## src/rtl/match_flow_ctrl_if.sv

```systemverilog
// Handshake bundle between the match controller and the rest of the OLED game.
// Pulses flow from the button/collision logic (master) into the controller (slave);
// scores and screen-select flow back out to the renderers.
interface match_flow_ctrl_if;
    localparam int unsigned SCORE_W  = 3;
    localparam int unsigned SCREEN_W = 2;
    localparam int unsigned WINNER_W = 2;

    logic                start_pulse;
    logic                restart_pulse;
    logic                point_p1;
    logic                point_p2;
    logic [SCORE_W-1:0]  score1;
    logic [SCORE_W-1:0]  score2;
    logic [SCREEN_W-1:0] screen_sel;
    logic                game_active;
    logic                point_flash;
    logic [WINNER_W-1:0] winner;

    modport master (
        output start_pulse, restart_pulse, point_p1, point_p2,
        input  score1, score2, screen_sel, game_active, point_flash, winner
    );

    modport slave (
        input  start_pulse, restart_pulse, point_p1, point_p2,
        output score1, score2, screen_sel, game_active, point_flash, winner
    );
endinterface

```

## src/rtl/match_flow_ctrl.sv

```systemverilog
// Match sequencing controller: owns both scores and selects the screen family
// (title / live game / game-over). Optional macro GAMEOVER_AUTORESTART_EN adds a
// timed return from the game-over banner to the title screen.
module match_flow_ctrl #(
    parameter int unsigned WIN_SCORE       = 5,
    parameter int unsigned HOLD_CYCLES     = 50_000_000,
    parameter int unsigned GAMEOVER_CYCLES = 300_000_000
) (
    input  logic              basys3_clk,
    input  logic              reset,
    match_flow_ctrl_if.slave  bus
);

    localparam int unsigned SCORE_W  = 3;
    localparam int unsigned CNT_W    = 32;
    localparam int unsigned SCREEN_W = 2;
    localparam int unsigned WINNER_W = 2;

    localparam logic [SCORE_W-1:0]  WIN_S     = SCORE_W'(WIN_SCORE);
    localparam logic [CNT_W-1:0]    HOLD_LAST = CNT_W'(HOLD_CYCLES - 1);

    localparam logic [SCREEN_W-1:0] SCR_TITLE = 2'b00;
    localparam logic [SCREEN_W-1:0] SCR_GAME  = 2'b01;
    localparam logic [SCREEN_W-1:0] SCR_OVER  = 2'b10;

    localparam logic [WINNER_W-1:0] WIN_NONE  = 2'b00;
    localparam logic [WINNER_W-1:0] WIN_P1    = 2'b01;
    localparam logic [WINNER_W-1:0] WIN_P2    = 2'b10;

    localparam bit CFG_OK = (WIN_SCORE >= 1) && (WIN_SCORE <= 7) &&
                            (HOLD_CYCLES >= 1) && (GAMEOVER_CYCLES >= 1);

    // Reject parameter sets the score width or counters cannot represent.
    if (!CFG_OK) begin : g_cfg_err
        $error("match_flow_ctrl: illegal WIN_SCORE/HOLD_CYCLES/GAMEOVER_CYCLES");
    end

    typedef enum logic [1:0] {
        ST_TITLE,
        ST_PLAY,
        ST_HOLD,
        ST_GAMEOVER
    } state_t;

    state_t               state, state_nxt;
    logic [SCORE_W-1:0]   score1, score2, score1_nxt, score2_nxt;
    logic [CNT_W-1:0]     hold_cnt, hold_cnt_nxt;
    logic [SCREEN_W-1:0]  screen_sel, screen_sel_nxt;
    logic                 game_active, game_active_nxt;
    logic                 point_flash, point_flash_nxt;
    logic [WINNER_W-1:0]  winner, winner_nxt;
    logic                 p1_only_c, p2_only_c;

`ifdef GAMEOVER_AUTORESTART_EN
    localparam logic [CNT_W-1:0] GO_LAST = CNT_W'(GAMEOVER_CYCLES - 1);
    logic [CNT_W-1:0]     go_cnt, go_cnt_nxt;
`endif

    // Scores never pass the winning value, so they cannot wrap.
    function automatic logic [SCORE_W-1:0] sat_inc(input logic [SCORE_W-1:0] s);
        return (s >= WIN_S) ? WIN_S : s + SCORE_W'(1);
    endfunction

    // A simultaneous double point is ambiguous and is dropped entirely.
    assign p1_only_c = bus.point_p1 & ~bus.point_p2;
    assign p2_only_c = bus.point_p2 & ~bus.point_p1;

    // Next state, scores and counters.
    always_comb begin
        state_nxt    = state;
        score1_nxt   = score1;
        score2_nxt   = score2;
        hold_cnt_nxt = hold_cnt;
`ifdef GAMEOVER_AUTORESTART_EN
        go_cnt_nxt   = go_cnt;
`endif
        case (state)
            ST_TITLE: begin
                if (bus.start_pulse) begin
                    state_nxt  = ST_PLAY;
                    score1_nxt = '0;
                    score2_nxt = '0;
                end
            end
            ST_PLAY: begin
                if (bus.restart_pulse) begin
                    state_nxt = ST_TITLE;
                end else if (p1_only_c || p2_only_c) begin
                    if (p1_only_c) begin
                        score1_nxt = sat_inc(score1);
                    end else begin
                        score2_nxt = sat_inc(score2);
                    end
                    hold_cnt_nxt = '0;
`ifdef GAMEOVER_AUTORESTART_EN
                    go_cnt_nxt   = '0;
`endif
                    if ((score1_nxt == WIN_S) || (score2_nxt == WIN_S)) begin
                        state_nxt = ST_GAMEOVER;
                    end else begin
                        state_nxt = ST_HOLD;
                    end
                end
            end
            ST_HOLD: begin
                if (bus.restart_pulse) begin
                    state_nxt = ST_TITLE;
                end else if (hold_cnt == HOLD_LAST) begin
                    state_nxt = ST_PLAY;
                end else begin
                    hold_cnt_nxt = hold_cnt + CNT_W'(1);
                end
            end
            ST_GAMEOVER: begin
                if (bus.restart_pulse) begin
                    state_nxt = ST_TITLE;
                end
`ifdef GAMEOVER_AUTORESTART_EN
                else if (go_cnt == GO_LAST) begin
                    state_nxt = ST_TITLE;
                end else begin
                    go_cnt_nxt = go_cnt + CNT_W'(1);
                end
`endif
            end
            default: begin
                state_nxt = ST_TITLE;
            end
        endcase
    end

    // Output decode from the upcoming state so every output is a flop.
    always_comb begin
        screen_sel_nxt  = SCR_TITLE;
        game_active_nxt = 1'b0;
        point_flash_nxt = 1'b0;
        winner_nxt      = WIN_NONE;
        case (state_nxt)
            ST_PLAY: begin
                screen_sel_nxt  = SCR_GAME;
                game_active_nxt = 1'b1;
            end
            ST_HOLD: begin
                screen_sel_nxt  = SCR_GAME;
                point_flash_nxt = 1'b1;
            end
            ST_GAMEOVER: begin
                screen_sel_nxt = SCR_OVER;
                winner_nxt     = (score1_nxt > score2_nxt) ? WIN_P1 : WIN_P2;
            end
            default: begin
                screen_sel_nxt = SCR_TITLE;
            end
        endcase
    end

    // State, score, counter and output registers.
    always_ff @(posedge basys3_clk) begin
        if (reset) begin
            state       <= ST_TITLE;
            score1      <= '0;
            score2      <= '0;
            hold_cnt    <= '0;
            screen_sel  <= SCR_TITLE;
            game_active <= 1'b0;
            point_flash <= 1'b0;
            winner      <= WIN_NONE;
`ifdef GAMEOVER_AUTORESTART_EN
            go_cnt      <= '0;
`endif
        end else begin
            state       <= state_nxt;
            score1      <= score1_nxt;
            score2      <= score2_nxt;
            hold_cnt    <= hold_cnt_nxt;
            screen_sel  <= screen_sel_nxt;
            game_active <= game_active_nxt;
            point_flash <= point_flash_nxt;
            winner      <= winner_nxt;
`ifdef GAMEOVER_AUTORESTART_EN
            go_cnt      <= go_cnt_nxt;
`endif
        end
    end

    assign bus.score1      = score1;
    assign bus.score2      = score2;
    assign bus.screen_sel  = screen_sel;
    assign bus.game_active = game_active;
    assign bus.point_flash = point_flash;
    assign bus.winner      = winner;

endmodule

```

## src/flat_wrapper.sv

```systemverilog
// flat-port wrapper written by rule: the top's interface ports become plain ports
module match_flow_ctrl_flat 
#(
    parameter int unsigned WIN_SCORE       = 5,
    parameter int unsigned HOLD_CYCLES     = 50_000_000,
    parameter int unsigned GAMEOVER_CYCLES = 300_000_000
)
  (basys3_clk, reset, bus_start_pulse, bus_restart_pulse, bus_point_p1, bus_point_p2, bus_score1, bus_score2, bus_screen_sel, bus_game_active, bus_point_flash, bus_winner);
  match_flow_ctrl_if bus_i ();
  input  logic basys3_clk;
  input  logic reset;
  input wire logic [$bits(bus_i.start_pulse)-1:0] bus_start_pulse;
  input wire logic [$bits(bus_i.restart_pulse)-1:0] bus_restart_pulse;
  input wire logic [$bits(bus_i.point_p1)-1:0] bus_point_p1;
  input wire logic [$bits(bus_i.point_p2)-1:0] bus_point_p2;
  output wire logic [$bits(bus_i.score1)-1:0] bus_score1;
  output wire logic [$bits(bus_i.score2)-1:0] bus_score2;
  output wire logic [$bits(bus_i.screen_sel)-1:0] bus_screen_sel;
  output wire logic [$bits(bus_i.game_active)-1:0] bus_game_active;
  output wire logic [$bits(bus_i.point_flash)-1:0] bus_point_flash;
  output wire logic [$bits(bus_i.winner)-1:0] bus_winner;
  assign bus_i.start_pulse = bus_start_pulse;
  assign bus_i.restart_pulse = bus_restart_pulse;
  assign bus_i.point_p1 = bus_point_p1;
  assign bus_i.point_p2 = bus_point_p2;
  assign bus_score1 = bus_i.score1;
  assign bus_score2 = bus_i.score2;
  assign bus_screen_sel = bus_i.screen_sel;
  assign bus_game_active = bus_i.game_active;
  assign bus_point_flash = bus_i.point_flash;
  assign bus_winner = bus_i.winner;
  match_flow_ctrl #(.WIN_SCORE(WIN_SCORE), .HOLD_CYCLES(HOLD_CYCLES), .GAMEOVER_CYCLES(GAMEOVER_CYCLES)) u_core (.basys3_clk(basys3_clk), .reset(reset), .bus(bus_i));
endmodule
```

## config.mk

```make
export PLATFORM = sky130hd
export DESIGN_NAME = match_flow_ctrl_flat
export DESIGN_NICKNAME = d
export VERILOG_FILES = /design/src/rtl/match_flow_ctrl_if.sv /design/src/rtl/match_flow_ctrl.sv /design/src/flat_wrapper.sv
export SDC_FILE = /design/constraint.sdc
export NUM_CORES = 1
export LEC_CHECK = 0
export CORE_MARGIN = 3
export CORE_UTILIZATION = 40
export CTS_CLUSTER_DIAMETER = 150
export DETAILED_ROUTE_END_ITERATION = 8
export RECOVER_POWER = 25
export SLEW_MARGIN = 30
export SYNTH_ARGS = -nofsm -noshare
export SYNTH_HDL_FRONTEND = slang
export SYNTH_SLANG_ARGS = --single-unit
```

## constraint.sdc

```tcl
create_clock -name basys3_clk -period 6.1 [get_ports basys3_clk]
set_clock_uncertainty 0.15 [all_clocks]
set_input_delay 1.525 -clock basys3_clk [delete_from_list [all_inputs] [get_ports basys3_clk]]
set_output_delay 1.525 -clock basys3_clk [all_outputs]
set_load 0.01 [all_outputs]
```

==> metrics.txt, run 1 <==
Hold Startpoint=u_core.hold_cnt[0]; via count=2273; largest net degree at the start of global routing=28; Cell Rows=28; layout cells sized above 1=0.0467; Syn Nets=324; final wirelength=5.97 mm; Post-Layout Cell Count=396; Tmin final=4.66 ns; Net Sw Frac=0.236; final core utilization=0.473; Ys Warns=0; commonest non-fill, non-tap cells in the layout=46 x dfxtp_1, 23 x nor2_1, 20 x a21oi_1, 19 x nand2_1, 18 x o21ai_0; sequential power share=0.571; H-tree depth=2; Post-Syn Instances=306; total track usage=0.171; Storage cell area=921 sq um; Resize count post-CTS=0; initial core utilization=0.422; Worst Setup End Kind=flop; post-route ant nets=0; Post-synth EDFFs=0; r2r setup slk=3.08 ns; CP required=6.20 ns; Die Height=85.9 microns; crit path DAT=4.76 ns; final period utilization=0.764; Cell variety after synth=51; dominant cells by area after synthesis=dfxtp_1 36%, ha_1 5.9%, a21oi_1 3.9%; cts bufs inserted=5; Max Slew Vio Count=0; # Post-CTS Setup Buffers=0; cell taking the most area after synthesis=dfxtp_1; Rel. slew slack=0.434; CTS tree=done; first-pass GRT wire length=10.3 mm; Comb pwr share=0.065; io pins=18; vias per inst=5.74; area of the multi-input gates=1540 sq um; sequential-to-total area share from yosys stat=0.360; clk_lat worst skew=0.30 ns; setup TNS=0 ns; Least-Margin Pin Slew=0.847 ns; worst r2r path cells=8; leak pwr=0.972 nW; Avg WL per Cell=15.1 microns; sw power=126 uW; Worst Path Max Fanout=11; Post-synth ARST share=0; gpl congestion=0.891; dpl hpwl=4.33 mm; antenna violations before repair=0; clock power share=0.364; Power Internal=408 uW; most common cell after layout, fill and taps aside=dfxtp_1; pwr dens=186 nW/um^2; worst min path class=flop to flop; max_cap viols=0; Root Driver=clkbuf_8; GRT overflow=0; Iter 0 DRT Violations=166; diode count=0; Setup CP Type=input port to flop; Layout Nets=338; Critical Path Start=bus_point_p2; # hold bufs at CTS=0; FF-to-FF End=u_core.bus.winner[0]; Post-Place Cells=388; Top FF cell, synth=dfxtp_1; DRC viols=0; vias in the first global route=2126; Yosys reg bits=46; endpoints failing hold=0; Clk pin slew, worst setup/hold paths=0.09 ns; final setup fails=0; Max clock buf depth=2; DIE WIDTH=85.9 microns; Crit Reg-Reg Startpoint=u_core.state[1]; TritonRoute pass-1 iters=4; fmax=215 MHz; Layout area overhead=12.1%; synthesized area per cell=8.35 sq um; PortBufs=17; CP Launch Type=input port; FILL cells=603; Core ar.=6060 sq um; maximum VDD drop=0.139 mV; unrepaired setup endpoints after global routing=false; post-synth top area share=0.360; mapped cell area=2560 sq um; clk sinks=46; end of the worst hold path=u_core.hold_cnt[0]; Hold Crit Depth=2; Die Area=7390 sq um; status=complete, no violations
## cells by family (layout without fill, tap and decap cells)
logic type,count (synthesis),after routing,synth area share
mux,3,3,0.0117
flops,46,46,0.360
fa+ha+maj,12,12,0.0587
buf+inv,23,38,0.0367
xor+xnor,14,14,0.0480
compound gates,58,58,0.139
simple gates,150,150,0.346
## per-stage QoR
| step | setup slack [ns] | hold WS [ns] | power, mW | area, sq um |
|---|---|---|---|---|
| CTS | 1.49 | 0.353 | 0.540 | 2870 |
| detailed placement | 1.16 | 0.340 | 0.348 | 2780 |
| global route | 1.13 | 0.389 | 0.554 | 2870 |
| floorplan | 2.20 | 0.301 | 0.334 | 2560 |
| global placement | 1.36 | 0.333 | 0.347 | 2780 |
| finish | 1.44 | 0.350 | 0.534 | 2870 |
## cell type report
type | instances | area share
multi-input combinational | 237 | 0.538
clock buffer | 7 | 0.0301
timing repair buffer | 17 | 0.0594
inverter | 13 | 0.0170
sequential | 46 | 0.321
clock inverter | 1 | 0.00175
tap | 75 | 0.0327
## power groups by stage
stage               clock [mW]  combinational (mW)  sequential, mW
floorplan                    0              0.0224           0.312
global placement             0              0.0355           0.312
detailed placement           0              0.0358           0.312
CTS                      0.199              0.0359           0.305
global route             0.209              0.0398           0.305
finish                   0.194              0.0347           0.305
## Yosys cell counts, drive strengths merged (4+ instances only)
cell type and count:
and4 5, inv 13, nor4 9, nor2b 9, nand2 19, nor2 23, xor2 5, clkbuf 6
nor3b 7, or3 16, o21ai 18, buf 4, nor3 11, or4 5, xnor2 9, nand2b 4
nand4 9, a21oi 20, ha 12, dfxtp 46, and2 4, nand3 14
## worst max-delay path by stage
stage	cells past startpoint	end	slack [ns]
after floorplan	11	u_core.bus.winner[0]	2.20
final	11	u_core.bus.winner[0]	1.44
after CTS	11	u_core.bus.winner[0]	1.49
after global placement	11	u_core.bus.winner[0]	1.36
after detailed placement	11	u_core.bus.winner[0]	1.16
after global routing	11	u_core.bus.winner[0]	1.13
## metal layers
layer,global-route usage,routed length (microns)
met5,0,0
met4,0.0475,70
met3,0.0327,177
met2,0.256,2590
met1,0.248,3130
## critical path: stages
cell,delay [ns]
dlygate4sd3_1,0.52
inv_1,0.04
ha_1,0.35
nor4b_2,0.73
nor2b_1,0.38
a21oi_1,0.12
a311o_1,0.35
ha_1,0.30
o21ai_0,0.07
a32oi_1,0.19
and3b_1,0.18
## sequential cells by signal, summed over array words and instances, names as in the netlist
signal / count
u_core.bus.winner: 2
u_core.state: 2
u_core.bus.game_active: 1
u_core.bus.score1: 3
u_core.bus.score2: 3
u_core.bus.point_flash: 1
u_core.bus.screen_sel: 2
u_core.hold_cnt: 32
Note: power is estimated with default switching activity, not from simulation.
==> run 2, diff against run 1 <==
- clock period: 6.1 -> 4.65 ns (I/O delays scaled with it)
==> metrics.txt, run 2 (synthesis results as in run 1) <==
status=complete, no violations; antenna violations before repair=0 (unchanged); slowest stage delay, CP=0.52 ns (-0.21 ns); gpl congestion=0.838 (-5.9%); Resize count post-CTS=0 (unchanged); final setup fails=0 (unchanged); # hold bufs at CTS=0 (unchanged); crit path DAT=4.05 ns (-0.71 ns); Root Driver=clkbuf_8; most common cell after layout, fill and taps aside=dfxtp_1; clk sinks=46 (unchanged); H-tree depth=2 (unchanged); post-route ant nets=0 (unchanged); final period utilization=0.849; CP Launch Type=input port; final core utilization=0.475 (+0.00165); Cell Rows=28 (unchanged); Rel. slew slack=0.595 (+0.161); total track usage=0.174 (+0.00286); biggest regs=u_core.hold_cnt x32, u_core.bus.score1 x3, u_core.bus.score2 x3; Layout Nets=340 (+0.59%); Die Area=7390 sq um (unchanged); Crit Reg-Reg Startpoint=u_core.hold_cnt[0]; vias in the first global route=2196 (+3.3%); Clk pin slew, worst setup/hold paths=0.09 ns (about the same); fmax=253 MHz; PortBufs=17 (unchanged); CP required=4.75 ns (-1.45 ns); via count=2310 (+1.6%); Storage cell area=921 sq um (unchanged); CTS tree=done; unrepaired setup endpoints after global routing=false; Setup CP Type=input port to flop; diode count=0 (unchanged); DRC viols=0 (unchanged); vias per inst=5.80 (+1.1%); final wirelength=6.00 mm (+0.55%); worst path cell trace=dlygate4sd3_1 > inv_1 > ha_1 > nor4b_2 > nor2b_1 > a21oi_1 > a311o_1 > ha_1 > o21ai_0 > a32oi_1 > and3b_1; Max clock buf depth=2 (unchanged); io pins=18 (unchanged); cts bufs inserted=5 (unchanged); Layout area overhead=12.5%; dpl hpwl=4.36 mm (+0.62%); initial core utilization=0.422 (unchanged); leak pwr=0.979 nW (+0.73%); Worst Setup End Kind=flop; CP dominant cell by count=ha_1; Worst Path Max Fanout=6 (-5); most flop-heavy register=u_core.hold_cnt; DIE WIDTH=85.9 microns (unchanged); Tmin final=3.95 ns; Core ar.=6060 sq um (unchanged); Least-Margin Pin Slew=0.607 ns (-0.240 ns); commonest non-fill, non-tap cells in the layout=46 x dfxtp_1, 23 x nor2_1, 20 x a21oi_1, 19 x nand2_1, 18 x o21ai_0; GRT overflow=0 (unchanged); worst min path class=flop to flop; clk_lat worst skew=0.30 ns (about the same); Iter 0 DRT Violations=123 (-26%); Max Slew Vio Count=0 (unchanged); largest net degree at the start of global routing=28 (unchanged); pwr dens=240 nW/um^2 (+29%); max FFs per register=32 (unchanged); max_cap viols=0 (unchanged); Avg WL per Cell=15.1 microns (about the same); maximum VDD drop=0.141 mV (+1.6%); setup TNS=0 ns (unchanged); Critical Path Start=bus_point_p2; TritonRoute pass-1 iters=5 (+1); first-pass GRT wire length=10.4 mm (+0.33%); layout cells sized above 1=0.0526 (+0.00590); endpoints failing hold=0 (unchanged); Hold Startpoint=u_core.hold_cnt[17]; area of the multi-input gates=1540 sq um (unchanged); Die Height=85.9 microns (unchanged); FILL cells=612 (+1.5%); # Post-CTS Setup Buffers=0 (unchanged); Max stage delay cell, worst path=dlygate4sd3_1
-- run 2: cell count changes in the layout (fill, tap and decap cells not counted), sizes merged --
cell    previous run  this run
buf                0         2
clkbuf             7         6
clkinv             1         2
-- run 2: metrics by stage --
stage / total power [mW] / hold WS [ns] / instance area (sq um) / setup WS, ns / cells
6_report: 0.691 / 0.344 / 2880 / 0.702 / 398
5_1_grt: 0.716 / 0.379 / 2880 / 0.350 / 398
4_1_cts: 0.703 / 0.352 / 2880 / 0.770 / 398
3_5_place_dp: 0.457 / 0.338 / 2790 / 0.466 / 390
3_3_place_gp: 0.458 / 0.333 / 2790 / 0.543 / 390
2_1_floorplan: 0.439 / 0.301 / 2560 / 1.12 / 306
-- run 2: where the power goes --
| group | internal [mW] | switching [mW] | total, mW |
|---|---|---|---|
| Sequential | 0.397 | 0.00309 | 0.400 |
| Combinational | 0.0188 | 0.0278 | 0.0466 |
| Clock | 0.106 | 0.138 | 0.245 |
-- run 2: area by class of cell --
| cell class | count | share of cell area |
|---|---|---|
| Clock buffer | 6 | 0.0252 |
| Inverter | 13 | 0.0170 |
| Multi-Input combinational cell | 237 | 0.536 |
| Sequential cell | 46 | 0.320 |
| Timing Repair Buffer | 19 | 0.0644 |
| Clock inverter | 2 | 0.00478 |
| Tap cell | 75 | 0.0326 |
-- run 2: worst paths after layout --
path / to / slack [ns] / depth (start not counted)
setup / recovery: u_core.bus.winner[0] / 0.70 / 11
hold / removal: u_core.hold_cnt[17] / 0.34 / 2
setup reg to reg: u_core.bus.screen_sel[0] / 1.82 / 8
hold reg to reg: u_core.hold_cnt[17] / 0.34 / 2
-- run 2: metal layers --
metal,vias to the layer above,GRT usage,share of wire
met2,62,0.266,0.43
li1,1159,-,-
met3,11,0.0327,0.044
met5,-,0,0
met1,1078,0.244,0.50
met4,0,0.0590,0.017
-- run 2: worst max-delay path: cells and delay by family --
family / cells / cell delay (ns)
adders and majority gates: 2 / 0.64
buffers and inverters: 2 / 0.56
and+or+nand+nor: 3 / 0.97
AOI/OAI and AO/OA: 4 / 0.72
==> run 3, diff against run 2 <==
- clock period: 4.65 -> 3.55 ns (I/O delays scaled with it)
==> metrics.txt, run 3 (synthesis results as in run 1) <==
DRC viols=0 (unchanged); CP required=3.60 ns (-1.15 ns); via count=2333 (+1.0%); worst min path class=flop to flop; endpoints failing hold=0 (unchanged); final wirelength=6.29 mm (+4.7%); Placement Setup Slack=-0.140 ns (-0.606 ns); CTS tree=done; worst r2r path cells=9 (+1); clk sinks=46 (unchanged); TritonRoute pass-1 iters=5 (unchanged); first-pass GRT wire length=10.7 mm (+3.7%); final worst slack=0.228 ns (-0.474 ns); status=complete, no violations; Die Height=85.9 microns (unchanged); end of the worst hold path=u_core.hold_cnt[17]; largest net degree at the start of global routing=20 (-29%); final setup fails=0 (unchanged); Power Internal=763 uW (+46%); Die Area=7390 sq um (unchanged); Critical Path Start=bus_point_p2; Post-Layout Cell Count=412 (+3.5%); fmax=301 MHz; pwr dens=328 nW/um^2 (+37%); DIE WIDTH=85.9 microns (unchanged); Iter 0 DRT Violations=149 (+21%); Layout area overhead=18.3%; layout cells sized above 1=0.0890 (+0.0364); io pins=18 (unchanged); GRT overflow=0 (unchanged); leak pwr=1.06 nW (+8.1%); most common cell after layout, fill and taps aside=dfxtp_1; Avg WL per Cell=15.3 microns (+1.2%); Max Slew Vio Count=0 (unchanged); Comb pwr share=0.073 (+0.006); crit path DAT=3.37 ns (-0.68 ns); r2r setup slk=0.85 ns (-0.97 ns); sequential power share=0.528 (-0.051); Core ar.=6060 sq um (unchanged); maximum VDD drop=0.183 mV (+30%); Net Sw Frac=0.231 (-0.0137); initial core utilization=0.422 (unchanged); antenna violations before repair=0 (unchanged); Worst Path Max Fanout=4 (-2); Root Driver=clkbuf_8; Setup CP Type=input port to flop; Least-Margin Pin Slew=0.497 ns (-0.110 ns); max FFs per register=32 (unchanged); clock power share=0.399 (+0.045); H-tree depth=2 (unchanged); most flop-heavy register=u_core.hold_cnt; Cell Rows=28 (unchanged); unrepaired setup endpoints after global routing=false; vias in the first global route=2220 (+1.1%); total track usage=0.179 (+0.00541); Layout Nets=354 (+4.1%); max_cap viols=0 (unchanged); CP Launch Type=input port; Hold Startpoint=u_core.hold_cnt[17]; gpl congestion=0.867 (+3.5%); FF-to-FF End=u_core.bus.screen_sel[0]; Max clock buf depth=2 (unchanged); biggest regs=u_core.hold_cnt x32, u_core.bus.score1 x3, u_core.bus.score2 x3; Hold Crit Depth=2 (unchanged); sw power=229 uW (+36%); cts bufs inserted=5 (unchanged); vias per inst=5.66 (-2.4%); Clk pin slew, worst setup/hold paths=0.09 ns (about the same); final period utilization=0.936; # Post-CTS Setup Buffers=0 (unchanged); PortBufs=17 (unchanged); diode count=0 (unchanged); Worst Setup End Kind=flop; Post-Place Cells=404 (+3.6%); Crit Reg-Reg Startpoint=u_core.hold_cnt[0]; clk_lat worst skew=0.30 ns (about the same); post-route ant nets=0 (unchanged); commonest non-fill, non-tap cells in the layout=46 x dfxtp_1, 23 x nor2_1, 20 x a21oi_1, 19 x nand2_1, 18 x o21ai_0; Tmin final=3.32 ns; dpl hpwl=4.60 mm (+5.5%); Rel. slew slack=0.668 (+0.0735)
run 3: metal layers:
metal | track usage | vias to the layer above | part of all wire
met1 | 0.259 | 1107 | 0.52
met4 | 0.0388 | 0 | 0.0046
met2 | 0.278 | 34 | 0.45
met3 | 0.0298 | 2 | 0.031
met5 | 0 | - | 0
li1 | - | 1190 | -
run 3: worst max-delay path, cell delays in order:
cell             delay, ns
clkdlybuf4s50_1       0.45
inv_1                 0.04
ha_1                  0.33
nor4b_4               0.29
nor2b_1               0.23
buf_4                 0.15
a32oi_1               0.12
ha_1                  0.34
nor2b_1               0.13
o21ai_0               0.15
a32oi_1               0.09
and3b_1               0.17
run 3: area by class of cell:
class                   count  area [sq um]
clock buffers               6          72.6
clock inverters             2          37.5
fillers                   598          3040
inverters                  13          48.8
multi-input cells         237          1550
flip-flops and latches     46           921
well taps                  75          93.8
repair buffers             33           299
run 3: through the flow:
| step | hold WS [ns] | area [sq um] | util | TNS, ns | total power [mW] |
|---|---|---|---|---|---|
| global route | 0.390 | 3020 | 0.499 | 0 | 1.03 |
| global placement | 0.330 | 2910 | 0.480 | -0.0861 | 0.610 |
| finish | 0.353 | 3020 | 0.499 | 0 | 0.993 |
| floorplan | 0.301 | 2560 | - | 0 | 0.575 |
| CTS | 0.347 | 3020 | 0.498 | 0 | 1.00 |
| detailed placement | 0.328 | 2910 | 0.480 | -0.277 | 0.610 |
run 3: power groups by stage:
stage                     sequential [mW]  combinational [mW]  clock [mW]
after global placement              0.536              0.0733           0
after global routing                0.525              0.0808       0.420
after detailed placement            0.536              0.0734           0
final                               0.524              0.0725       0.396
after floorplan                     0.536              0.0386           0
after CTS                           0.524              0.0739       0.402
run 3: worst max path at each step:
stage                                 to  slack (ns)  cells past startpoint
global placement    u_core.bus.winner[0]       -0.06                     11
detailed placement  u_core.bus.winner[0]       -0.14                     12
CTS                 u_core.bus.winner[0]        0.19                     12
floorplan           u_core.bus.winner[0]        0.29                     11
global route        u_core.bus.winner[1]        0.03                     12
finish              u_core.bus.winner[0]        0.23                     12
run 3: repair_timing:
action	in CTS	in global routing
setup endpoints to repair	0	2
hold buffers	0	0
endpoints found under the hold margin	0	0
gates resized for setup	0	1
==> patch 1, RTL diff (settings of run 1) <==
Reset style: asynchronous (`reset`), changed in one clocked block.
--- a/src/rtl/match_flow_ctrl.sv
+++ b/src/rtl/match_flow_ctrl.sv
@@ -156,5 +156,5 @@
 
     // State, score, counter and output registers.
-    always_ff @(posedge basys3_clk) begin
+    always_ff @(posedge basys3_clk or posedge reset) begin
         if (reset) begin
             state       <= ST_TITLE;
Behaviour: differs if reset is asserted again (counterexample within 4 cycles, from zero or initial values and one cycle with reset high); with reset held inactive, the same outputs for 10 cycles.
==> patch 1 against run 1 <==
  * The flow now finishes with violations (max-capacitance violations, max-slew violations)
  * Non-clock buffer count up 3
  * Area after synthesis up 2.0%
  * Critical path type unchanged
  * Core utilization up 0.99 points
  * Sequential cell count unchanged
  * Highest routed layer unchanged
  * Setup slack better by 270 ps
  * Final area up 3.3%
  * Wire length down 3.8%
Power is not compared: it rests on default switching activity, and its combinational part moved more than twofold at a synthesized area within 25%.
==> patch 1: results (changes against run 1) <==
Worst-path maximum fanout: 30 (+19)
Final HPWL DP: 3970 um (-8.3%)
Area share of fa/ha/maj cells after synthesis: 5.76% (-0.12 points)
Port Buffers: 17 (unchanged)
Yosys warnings: 0 (unchanged)
End of the critical path: u_core.bus.winner[0]
Bufs on Longest Clock Path: 2 (unchanged)
WHS Path Cells: 2 (unchanged)
Antenna violations before repair: 0 (unchanged)
Global Route Usage Sum: 16.9% (-0.21 points)
WL/cell: 15.1 um (+0.30%)
Mux share of post-synthesis cell area: 0.384% (-0.79 points)
First-pass iteration count of the detailed router: 4 (unchanged)
Top Registers: u_core.hold_cnt x32, u_core.bus.score1 x3, u_core.bus.score2 x3
Synth Area in Compound Gates: 13.7% (-0.18 points)
Routability Congestion: 0.820 (-8.0%)
1st-iter DRT viols: 120 (-28%)
CP max-delay cell: or3b_1
Arr. time, crit path: 4440 ps (-320 ps)
First-pass GRT wire length: 10,000 um (-2.8%)
Worst reg2reg startpoint: u_core.state[1]
Max-Cap Viols: 1 (+1)
Ranking of synthesized cells by area: dfrtp_1 (44%), ha_1 (5.8%), xor2_1 (5.0%), a21oi_1 (4.2%), nand4_1 (4.1%)
Final WL: 5750 um (-3.8%)
Hold WC Path Type: reg -> reg
Slowest cell delay on critical path: 480 ps (-250 ps)
Hold wc startpoint: u_core.hold_cnt[31]
Status: finished with violations
Clk pin slew, worst setup/hold paths: 100 ps
Layout cells sized above 1: 5.25% (+0.57 points)
Synth Area in XOR/XNOR: 5.37% (+0.58 points)
Sequential area share after synthesis: 44.1% (+8.1 points)
Filler Cell Count: 578 (-4.1%)
Crit-path leading delay family: simple AND/OR/NAND/NOR gates
Fin Hold WS: 411 ps (+61.3 ps)
Ys async rst share: 100% (+100 points)
Nets: 322 (-4.7%)
Cts bufs inserted: 5 (unchanged)
Least-Margin Pin Slew: 2030 ps (+1180 ps)
Setup bufs post-CTS: 0 (unchanged)
Vias in the first global route: 2,097 (-1.4%)
Via count: 2,153 (-5.3%)
R2R depth: 9 (+1)
Inst Count DP: 372 (-4.1%)
Yosys cell types: 40 (-22%)
Syn_area_per_cell: 9.05 um^2 (+8.4%)
Hold EP: u_core.hold_cnt[31]
Max Transition Viols Final: 47 (+47)
Violated checks: max-capacitance violations, max-slew violations
H-tree depth: 2 (unchanged)
Syn_nets: 306 (-5.6%)
Top cells by count, synth: dfrtp_1 (46), nor2_1 (26), a21oi_1 (22)
R2R setup slack: 3240 ps (+160 ps)
Worst setup startpoint: bus_point_p2
Diodes inserted: 0 (unchanged)
Largest net degree at the start of global routing: 47 (+68%)
Clk_lat worst skew: 310 ps
Cts hold-fix bufs: 0 (unchanged)
-- patch 1: cell count changes in the layout (fill, tap and decap cells not counted), sizes merged, moves of 7 or more --
cell / change
nand4: +8
xnor2: -8
dfrtp: +46
nor3b: -7
dlygate4sd3: -12
xor2: +10
dfxtp: -46
clkdlybuf4s50: +12
nor4: -7
-- patch 1: routing by layer --
metal	vias up	track usage, %	wire [um]
li1	1071	-	-
met1	1034	24.2	2890
met2	42	25.5	2560
met3	6	2.85	199
met4	0	6.37	95
met5	-	0	0
-- patch 1: worst min-delay path: stages (launching register included) --
cell	delay [ps]
dfrtp_1	390
o21ai_0	70
a21oi_1	60
-- patch 1: metrics by stage --
stage,worst slack [ps],util (%),power [mW],instance area (um^2)
after floorplan,2020,-,0.438,2610
after global placement,1440,46.4,0.488,2850
after detailed placement,1380,46.4,0.490,2850
after CTS,1710,48.3,0.726,2960
after global routing,1520,48.3,0.760,2960
final,1710,48.3,0.716,2960
-- patch 1: area by class of cell --
type / count / area (um^2) / share of cell area (%)
clock buffers: 5 / 68.8 / 2.32
clock inverters: 3 / 43.8 / 1.48
inverters: 14 / 53.8 / 1.82
multi-input cells: 217 / 1360 / 45.8
flip-flops and latches: 46 / 1150 / 38.9
well taps: 75 / 93.8 / 3.17
repair buffers: 20 / 193 / 6.51
-- patch 1: power breakdown --
part | total, mW | switching, mW | internal (mW)
logic | 0.132 | 0.0758 | 0.0566
registers | 0.352 | 0.0245 | 0.327
clock network | 0.232 | 0.109 | 0.123
total | 0.716 | 0.209 | 0.507
==> patch 2, RTL diff (flow settings as in run 1) <==
Made on the original files. `SCORE_W` is set to 3 in 2 places; all go to 5.
--- a/src/rtl/match_flow_ctrl_if.sv
+++ b/src/rtl/match_flow_ctrl_if.sv
@@ -3,5 +3,5 @@
 // scores and screen-select flow back out to the renderers.
 interface match_flow_ctrl_if;
-    localparam int unsigned SCORE_W  = 3;
+    localparam int unsigned SCORE_W  = 5;
     localparam int unsigned SCREEN_W = 2;
     localparam int unsigned WINNER_W = 2;
--- a/src/rtl/match_flow_ctrl.sv
+++ b/src/rtl/match_flow_ctrl.sv
@@ -12,5 +12,5 @@
 );
 
-    localparam int unsigned SCORE_W  = 3;
+    localparam int unsigned SCORE_W  = 5;
     localparam int unsigned CNT_W    = 32;
     localparam int unsigned SCREEN_W = 2;
Interface: changed (resized bus_score1 and bus_score2); port bits go from 18 to 22. No check against the original RTL was run, so the function may have changed too.
==> patch 2 against run 1 <==
  * Wire length increased by 5.3%
  * Fmax decreased by 1.4%
  * Setup slack got worse by 65 ps
  * Sequential cell count increased by 4
  * Area after synthesis increased by 10%
  * Critical endpoint is now u_core.bus.winner[1]
  * Total power increased by 5.7%
  * Synthesized cell count increased by 8.2%
  * Final area increased by 11%
  * Sequential share of layout area decreased by 0.62 points
  * Non-clock buffer count increased by 7
  * Count of clock-buffer cells in the layout decreased by 1
  * Final cell count increased by 11%
  * Combinational power increased by 26%
==> patch 2: results (changes against run 1) <==
Setup bufs post-CTS: 0 (unchanged)
Maximum VDD drop: 0.0887 mV (-36%)
First-pass iteration count of the detailed router: 4 (unchanged)
Slowest cell delay on critical path: 680 ps (-50 ps)
Clk_lat worst skew: 300 ps (about the same)
Final HPWL DP: 4590 um (+5.8%)
Top cells by count, synth: dfxtp_1 (50), nor2_1 (27), a21oi_1 (24)
Worst reg2reg startpoint: u_core.state[1]
Vias in the first global route: 2,240 (+5.4%)
Yosys warnings: 0 (unchanged)
Internal: 435 uW (+6.6%)
1st-iter DRT viols: 87 (-48%)
First-pass GRT wire length: 10,700 um (+3.5%)
Final WL: 6280 um (+5.3%)
Most frequent cell after synthesis: dfxtp_1
Global Route Usage Sum: 15.8% (-1.3 points)
Hold WC Path Type: reg -> reg
Ranking of synthesized cells by area: dfxtp_1 (36%), ha_1 (6.7%), a21oi_1 (4.3%), o21ai_0 (4.1%), nor2_1 (3.6%)
CP max-delay cell: or4b_2
H-tree depth: 2 (unchanged)
Clk pin slew, worst setup/hold paths: 80 ps
Cts bufs inserted: 5 (unchanged)
Setup WS pre-CTS: 1140 ps (-28.0 ps)
Diodes inserted: 0 (unchanged)
Antenna violations before repair: 0 (unchanged)
Port Buffers: 21 (+4)
Worst setup startpoint: bus_point_p2
Yosys cell types: 61 (+20%)
Nets: 370 (+9.5%)
R2R depth: 10 (+2)
Worst-path maximum fanout: 5 (-6)
Ys async rst share: 0% (unchanged)
Routability Congestion: 0.808 (-9.2%)
TNS Setup: 0 ps (unchanged)
Status: finished clean
Top Registers: u_core.hold_cnt x32, u_core.bus.score1 x5, u_core.bus.score2 x5
Via count: 2,432 (+7.0%)
Arr. time, crit path: 4820 ps (+60 ps)
Least-Margin Pin Slew: 725 ps (-122 ps)
Syn_nets: 352 (+8.6%)
Post-cts resize count: 0 (unchanged)
Sequential area share after synthesis: 35.6% (-0.42 points)
Hold wc startpoint: u_core.hold_cnt[23]
P_leak: 1.13 nW (+17%)
Layout cells sized above 1: 8.05% (+3.4 points)
Largest net degree at the start of global routing: 29 (+3.6%)
Fmax: 212 MHz (-1.4%)
End of the critical path: u_core.bus.winner[1]
Bufs on Longest Clock Path: 2 (unchanged)
Root Buffer: clkbuf_8
R2R setup slack: 3090 ps (about the same)
==> patch 2: changes by cell type in the layout (fill, tap and decap cells not counted), sizes merged, moves of 4 or more <==
| cell | run 1 | this run |
|---|---|---|
| o21ai | 18 | 23 |
| nor2 | 23 | 27 |
| dfxtp | 46 | 50 |
| a21oi | 20 | 24 |
==> patch 2: how the worst min path moves through the flow <==
stage                     endpoint  cells after the start
2_1_floorplan  u_core.hold_cnt[23]                      2
3_3_place_gp   u_core.hold_cnt[23]                      2
3_5_place_dp   u_core.hold_cnt[23]                      2
4_1_cts        u_core.hold_cnt[23]                      2
5_1_grt        u_core.hold_cnt[23]                      2
6_report       u_core.hold_cnt[23]                      2
==> patch 2: worst max-delay path: cells and delay by family <==
kind,cells,cell delay [ps]
AOI/OAI and AO/OA,4,810
adders and majority gates,2,670
buffers and inverters,2,560
and+or+nand+nor,5,1260
==> patch 2: cells by family after synthesis <==
logic type               share of synthesized area [%]
adder cells (fa/ha/maj)                           6.68
AND/OR/NAND/NOR                                   33.0
flip-flops                                        35.6
XOR/XNOR                                          3.74
multiplexers                                     0.356
buffers and inverters                             4.32
AO/OA/AOI/OAI                                     16.3
==> patch 2: per-stage QoR <==
step	hold slack, ps	utilization [%]	power, mW	cells	area (um^2)
after floorplan	301	-	0.369	331	2810
after global placement	319	47.1	0.384	435	3090
after detailed placement	331	47.1	0.384	435	3090
after CTS	345	48.4	0.574	441	3180
after global routing	386	48.4	0.593	441	3180
final	335	48.4	0.564	441	3180
==> patch 2: metal layers <==
metal  wire length [um]  part of all wire [%]  vias to the layer above  GRT usage, %
met4                 58                  0.92                        0          3.83
met2               2780                    44                       36          24.0
met5                  0                     0                        -             0
met3                235                   3.7                        7          4.51
met1               3210                    51                     1143          22.0
li1                   -                     -                     1246             -
==> patch 2: final cells by class <==
type | instances | area [um^2]
inverters | 13 | 48.8
flip-flops and latches | 50 | 1000
well taps | 93 | 116
multi-input cells | 255 | 1700
clock buffers | 6 | 82.6
fillers | 654 | 3390
repair buffers | 24 | 233
==> patch 2: power groups by stage <==
stage               combinational (mW)  clock, mW  sequential [mW]
finish                          0.0437      0.189            0.331
global route                    0.0494      0.212            0.332
CTS                             0.0452      0.197            0.332
detailed placement              0.0449          0            0.339
global placement                0.0448          0            0.339
floorplan                       0.0298          0            0.339
